==> src/rtl/seq_pattern_tx.sv <==
// seq_pattern_tx: serial frame transmitter (preamble, data MSB first, optional even parity, idle gap).
// Latency: word accepted at edge T drives the first preamble bit on out during cycle T+1. All outputs except in_ready are registered.
// Backpressure: single entry with no buffering. in_ready stays low from accept until the frame and its gap finish, and in_valid is ignored meanwhile.
// Build option: define SEQ_TX_PARITY_EN to add the PAR state, which appends an even parity bit after the data.
module seq_pattern_tx #(
  parameter int                 PRE_LEN  = 4,
  parameter logic [PRE_LEN-1:0] PREAMBLE = 4'b0101,
  parameter int                 DATA_W   = 8,
  parameter int                 GAP      = 2
) (
  input  logic              clk,
  input  logic              rst,
  input  logic              in_valid,
  input  logic [DATA_W-1:0] in_data,
  output logic              in_ready,
  output logic              out,
  output logic              out_en,
  output logic              busy,
  output logic              frame_done
);

  // Counter reload values. The counter holds the number of bits/cycles still to go after the current one.
  localparam logic [5:0] PRE_TOP  = 6'(PRE_LEN - 1);
  localparam logic [5:0] DATA_TOP = 6'(DATA_W - 1);
  localparam logic [5:0] GAP_TOP  = (GAP > 0) ? 6'(GAP - 1) : 6'd0;
  // The preamble is padded to 8 bits so that it can be indexed with the low 3 counter bits.
  localparam logic [7:0] PRE_PAD  = 8'(PREAMBLE);

`ifdef SEQ_TX_PARITY_EN
  typedef enum logic [2:0] {ST_IDLE, ST_PRE, ST_DATA, ST_PAR, ST_GAP} state_t;
`else
  typedef enum logic [2:0] {ST_IDLE, ST_PRE, ST_DATA, ST_GAP} state_t;
`endif

  state_t            state, state_nxt;
  logic [5:0]        cnt, cnt_nxt;
  logic [DATA_W-1:0] shreg, shreg_nxt;
  logic              out_nxt, out_en_nxt, busy_nxt, done_nxt;
`ifdef SEQ_TX_PARITY_EN
  logic              par_q, par_nxt;
`endif

  // in_ready is decoded from the state and is held off while reset is asserted.
  assign in_ready = (state == ST_IDLE) && !rst;

  // Next state, next counter, shift register, and the output values for the following cycle.
  always_comb begin
    state_nxt  = state;
    cnt_nxt    = cnt;
    shreg_nxt  = shreg;
`ifdef SEQ_TX_PARITY_EN
    par_nxt    = par_q;
`endif
    out_nxt    = 1'b1;
    out_en_nxt = 1'b0;
    busy_nxt   = 1'b1;
    done_nxt   = 1'b0;

    case (state)
      ST_IDLE: begin
        if (in_valid) begin
          state_nxt = ST_PRE;
          cnt_nxt   = PRE_TOP;
          shreg_nxt = in_data;
`ifdef SEQ_TX_PARITY_EN
          par_nxt   = ^in_data;
`endif
        end
      end
      ST_PRE: begin
        if (cnt == 6'd0) begin
          state_nxt = ST_DATA;
          cnt_nxt   = DATA_TOP;
        end else begin
          cnt_nxt = cnt - 6'd1;
        end
      end
      ST_DATA: begin
        if (cnt == 6'd0) begin
`ifdef SEQ_TX_PARITY_EN
          state_nxt = ST_PAR;
`else
          state_nxt = (GAP == 0) ? ST_IDLE : ST_GAP;
          cnt_nxt   = GAP_TOP;
`endif
        end else begin
          cnt_nxt = cnt - 6'd1;
        end
      end
`ifdef SEQ_TX_PARITY_EN
      ST_PAR: begin
        state_nxt = (GAP == 0) ? ST_IDLE : ST_GAP;
        cnt_nxt   = GAP_TOP;
      end
`endif
      ST_GAP: begin
        if (cnt == 6'd0) begin
          state_nxt = ST_IDLE;
        end else begin
          cnt_nxt = cnt - 6'd1;
        end
      end
      default: state_nxt = ST_IDLE;
    endcase

    // Outputs are computed for the state being entered, so that they are registered alongside it.
    case (state_nxt)
      ST_PRE: begin
        out_nxt    = PRE_PAD[cnt_nxt[2:0]];
        out_en_nxt = 1'b1;
      end
      ST_DATA: begin
        out_nxt    = shreg[DATA_W-1];
        out_en_nxt = 1'b1;
        shreg_nxt  = shreg << 1;
`ifndef SEQ_TX_PARITY_EN
        done_nxt   = (cnt_nxt == 6'd0);
`endif
      end
`ifdef SEQ_TX_PARITY_EN
      ST_PAR: begin
        out_nxt    = par_q;
        out_en_nxt = 1'b1;
        done_nxt   = 1'b1;
      end
`endif
      ST_IDLE: busy_nxt = 1'b0;
      default: ;
    endcase
  end

  // State and output registers. A synchronous reset aborts any frame in progress.
  always_ff @(posedge clk) begin
    if (rst) begin
      state      <= ST_IDLE;
      cnt        <= 6'd0;
      shreg      <= '0;
      out        <= 1'b1;
      out_en     <= 1'b0;
      busy       <= 1'b0;
      frame_done <= 1'b0;
`ifdef SEQ_TX_PARITY_EN
      par_q      <= 1'b0;
`endif
    end else begin
      state      <= state_nxt;
      cnt        <= cnt_nxt;
      shreg      <= shreg_nxt;
      out        <= out_nxt;
      out_en     <= out_en_nxt;
      busy       <= busy_nxt;
      frame_done <= done_nxt;
`ifdef SEQ_TX_PARITY_EN
      par_q      <= par_nxt;
`endif
    end
  end

endmodule

==> config.mk <==
export PLATFORM = sky130hd
export DESIGN_NAME = seq_pattern_tx
export DESIGN_NICKNAME = d
export VERILOG_FILES = /design/src/rtl/seq_pattern_tx.sv
export SDC_FILE = /design/constraint.sdc
export NUM_CORES = 1
export LEC_CHECK = 0
export BUFFER_PORTS_ARGS = -buffer_cell sky130_fd_sc_hd__clkbuf_2
export CAP_MARGIN = 20
export CORE_ASPECT_RATIO = 1.4
export CORE_MARGIN = 1
export CORE_UTILIZATION = 40
export CTS_BUF_LIST = sky130_fd_sc_hd__clkbuf_4
export DETAILED_ROUTE_END_ITERATION = 8
export HOLD_SLACK_MARGIN = 0.02
export PLACE_DENSITY_LB_ADDON = 0.08
export SKIP_LAST_GASP = 1
export SLEW_MARGIN = 10
export SYNTH_ARGS = -nofsm -noshare
export SYNTH_HDL_FRONTEND = slang
export SYNTH_SLANG_ARGS = --single-unit
==> constraint.sdc <==
create_clock -name clk -period 4.7 [get_ports clk]
set_input_delay 1.41 -clock clk [delete_from_list [all_inputs] [get_ports clk]]
set_output_delay 1.41 -clock clk [all_outputs]
set_load 0.02 [all_outputs]
Yosys cells after proc, flatten, opt, wreduce, memory -nomap -nowiden. Memory sizes are Yosys's and may differ from the RTL's. Cells that the tools add are included.

Order comparisons: 1. Bitwise logic cells: 1. Equal/unequal tests: 5. $add $sub $neg: 1. Mux-type cells: 17. Reduce and logical (&&, ||, !) cells: 13.

Operators by type and width (number): 6-bit two-way mux (4); 8-bit two-way mux (3); 6-bit one-hot mux with 4 select lines (1); 6-bit logical NOT (2); 3-bit two-way mux (4); 3-bit one-hot mux with 4 select lines (1); 3-bit by 2-bit equality test with 1-bit output, second input constant (3); 3-bit by 1-bit equality test with 1-bit output, second input constant (2); 3-bit logical NOT (2); 2-bit OR reduction (3); 6-bit by 1-bit subtractor with 6-bit output, second input constant (1); 3-bit by 4-bit less-than comparator with 1-bit output, second input constant (1); 2-bit AND reduction (2); 2-bit nonzero test (2); 1-bit two-way mux (3); 1-bit one-hot mux with 2 select lines (1); 1-bit logical AND (1); 1-bit logical NOT (1); 1-bit NOT (1).

Memories kept: 1. ROM bits: 8. Input bits: 11. Output and inout bits: 5. Register bits: 21.

Memories: (name not given) (depth 8, width 1, rd ports 1, clocked after memory_dff 0, write ports 0, RTL line 109) `out_nxt = PRE_PAD[cnt_nxt[2:0]];`.

Longest topological paths before layout.
Word-level depth: 6. Mapped depth: 9. Depth with buffers taken out: 9.

Least setup slack after synthesis. OpenSTA, ideal clock, no wires.

Path kind: in2out. Start: in rst. End: out in_ready. Path buffers: 2. Path slack: 863 ps. Arrival: 2427 ps. Stages: 3. Required time: 3290 ps. Cell sequence: clkbuf_1 > buf_1 > nor4_1.

Longest elaborated chain between the ends: 2.

Ends and longest elaborated chain: start: declaration (RTL line 12) `input logic rst,`; 1-bit logical NOT (RTL line 44) `assign in_ready = (state == ST_IDLE) && !rst;`; 1-bit logical AND (RTL line 44); end: declaration (RTL line 15) `output logic in_ready,`.

Every way passes these cells.

Worst setup path after layout. Ends and elaborated chain as after synthesis.

==> results.cfg <==
[floorplan]
start_util_pct = 43.3
fp-row-count = 22
die_w_um = 47.4
dieArea_sq_um = 3110
die_y_um = 65.6
coreArea_sq_um = 2670
io_pins = 16

[grt]
grt_start_max_net_pins = 19
grt_pass1_vias = 953
grt_pass1_wl_um = 4200
grt_usage_pct = 18.4
grt-ovfl-total = 0
antenna_found_initial = 0

[yosys]
ys_top_cells_by_area = dfxtp_1 (36%), a311oi_1 (6.8%), nand2_1 (6.8%)
netlist_area_sq_um = 1150
ys_ff_latch = 21
yosysWarnings = 0
ys_types = 41
synth_async_sr_flop_share_pct = 0
avgSynthCellArea_sq_um = 8.25
ys.flop_type = dfxtp_1
synth_cells = 140
synth_nets = 154
yosysTopAreaCellShare_pct = 36.4
synth_edf_count = 0
synth-seq-area-share_pct = 36.4
yosys.area.top_type = dfxtp_1

[critical_path]
r2r-start = cnt[0]
ff2ff_path_depth = 9
worstSetupPathType = input port to output pin
crit_path_start_kind = input port
reg2reg_slack_ps = 2420
critPathLaunch = rst
worst_ep_arrival_time_ps = 2120
crit_end = in_ready
endpoint_kind = output pin
cp_max_fo = 18
required_ps = 3290
reg2reg_to = out

[placement]
hpwlAfterDp_um = 1810
dpl_cell_area_sq_um = 1240
pre_cts_ws_ps = 1160
port_buffers = 15
gp_congestion = 0.816

[finish]
fin_nets = 167
area_delta_synth_final_pct = 9.75
num_antenna_cells = 0
final_util_pct = 47.5
stdcell_area_sq_um = 1270
drive_gt1_share_pct = 19.1

[clocking]
root_buffer = clkbuf_4
cts_setup_buffers = 0
cts.clk_slew.worst_paths_ps = 110
numClockSinks = 21
clock_path_buffers = 2
cts_resized = 0
cts_inserted_buffers = 3
cts_hold_buffers = 0
cts_tree = built
clk_latency_ps = 310
htreeDepth = 1

[sta]
skew_ps = 7.84
max_slew_margin_pct = 57.2
rsz0062_at_grt = false
setup_ws_ps = 1170
setup_viol = 0
hold_violations = 0
fin_crit_sh_pct = 75.2
slew_viol_final = 0
worst_pin_slew_ps = 637
timing.setup.tns_ps = 0
max_freq_ghz = 0.283
layout_min_cycle_time_ps = 3530

[detailed_routing]
post_drt_wl_per_cell_um = 13.1
viasPerCell = 5.47
vias = 1029
drc_errors = 0
antenna_left = 0
drtPass1Iterations = 4
routed_wl_um = 2470
drt_iter0_drc = 26

[power]
ir_drop_mv = 0.169
power.density_nw_per_um2 = 295
leakage_uw = 0.000506

[run]
max_cap_violations = 0

[run_status]
outcome = finished clean

[min_path]
hp-class = flop to flop
[layout make-up]
class / instances / area [sq um]
inverter: 5 / 18.8
sequential: 21 / 420
fill: 295 / 1400
timing repair buffer: 15 / 75.1
tap: 36 / 45.0
clock buffer: 4 / 30.0
multi-input combinational: 107 / 678
[cells in the mapped netlist (2+ instances only)]
| cell | count |
|---|---|
| a211oi_1 | 2 |
| a21oi_1 | 6 |
| a311oi_1 | 9 |
| a31oi_1 | 3 |
| and3_1 | 2 |
| buf_2 | 3 |
| clkbuf_1 | 2 |
| dfxtp_1 | 21 |
| ha_1 | 3 |
| inv_1 | 5 |
| mux2i_1 | 2 |
| nand2_1 | 21 |
| nand2b_1 | 4 |
| nand3_1 | 2 |
| nor2_1 | 19 |
| nor2b_1 | 3 |
| nor3_1 | 6 |
| nor3_2 | 2 |
| o21bai_2 | 2 |
| o31ai_1 | 2 |
[routing by layer]
layer	GRT usage (%)	up-vias	wire length, um
met2	31.8	15	1250
met4	7.50	0	24
met3	1.65	2	58
met5	0	-	0
li1	-	528	-
met1	22.1	484	1140
[kinds of logic (layout without fill, tap and decap cells)]
kind of cell | after synthesis | after routing | synth area share, %
simple gates | 67 | 67 | 30.1
flops | 21 | 21 | 36.4
mux | 2 | 2 | 1.73
other cells | 1 | 1 | 0.325
buf+inv | 12 | 24 | 4.88
compound gates | 33 | 33 | 22.5
fa+ha+maj | 3 | 3 | 3.25
xor+xnor | 1 | 1 | 0.759
[power by group]
| group | switching, uW | internal, uW | total (uW) |
|---|---|---|---|
| clock network | 56.7 | 38.9 | 95.6 |
| registers | 11.3 | 189 | 200 |
| logic | 45.7 | 32.4 | 78.1 |
[stage by stage]
step / cells / hold slack, ps / power, uW
4_1_cts: 188 / 493 / 375
2_1_floorplan: 140 / 455 / 262
3_3_place_gp: 184 / 472 / 281
5_1_grt: 188 / 511 / 397
3_5_place_dp: 184 / 477 / 282
6_report: 188 / 484 / 374
[worst min path at each step]
stage                     startpoint        to  slack, ps  cells after the start
after floorplan             shreg[7]  shreg[7]        460                      2
after global placement      shreg[2]  shreg[2]        470                      2
after detailed placement    shreg[1]  shreg[1]        480                      2
after global routing        shreg[1]  shreg[1]        510                      2
final                       shreg[1]  shreg[1]        480                      2
after CTS                   shreg[1]  shreg[1]        490                      2
[cells in the final DEF, fill, tap and decap left out, types with 2 or more instances in the layout]
master    count
nand2b_1      4
ha_1          3
nor3_2        2
a311oi_1      9
mux2i_1       2
nor2b_1       3
clkbuf_4      4
and3_1        2
o31ai_1       2
nand2_1      21
nor2_1       19
inv_1         5
a211oi_1      2
nand3_1       2
o21bai_2      2
clkbuf_2     15
a31oi_1       3
a21oi_1       6
dfxtp_1      21
nor3_1        6
[worst max-delay path, stage by stage]
cell and delay [ps]:
clkbuf_2 260, nor4_1 230, clkbuf_2 210
[registers in the layout, indices dropped and copies added (netlist names)]
| name | flops |
|---|---|
| out_en | 1 |
| out | 1 |
| busy | 1 |
| cnt | 6 |
| state | 3 |
| shreg | 8 |
| frame_done | 1 |
No activity file was read; power rests on OpenSTA's default activity.
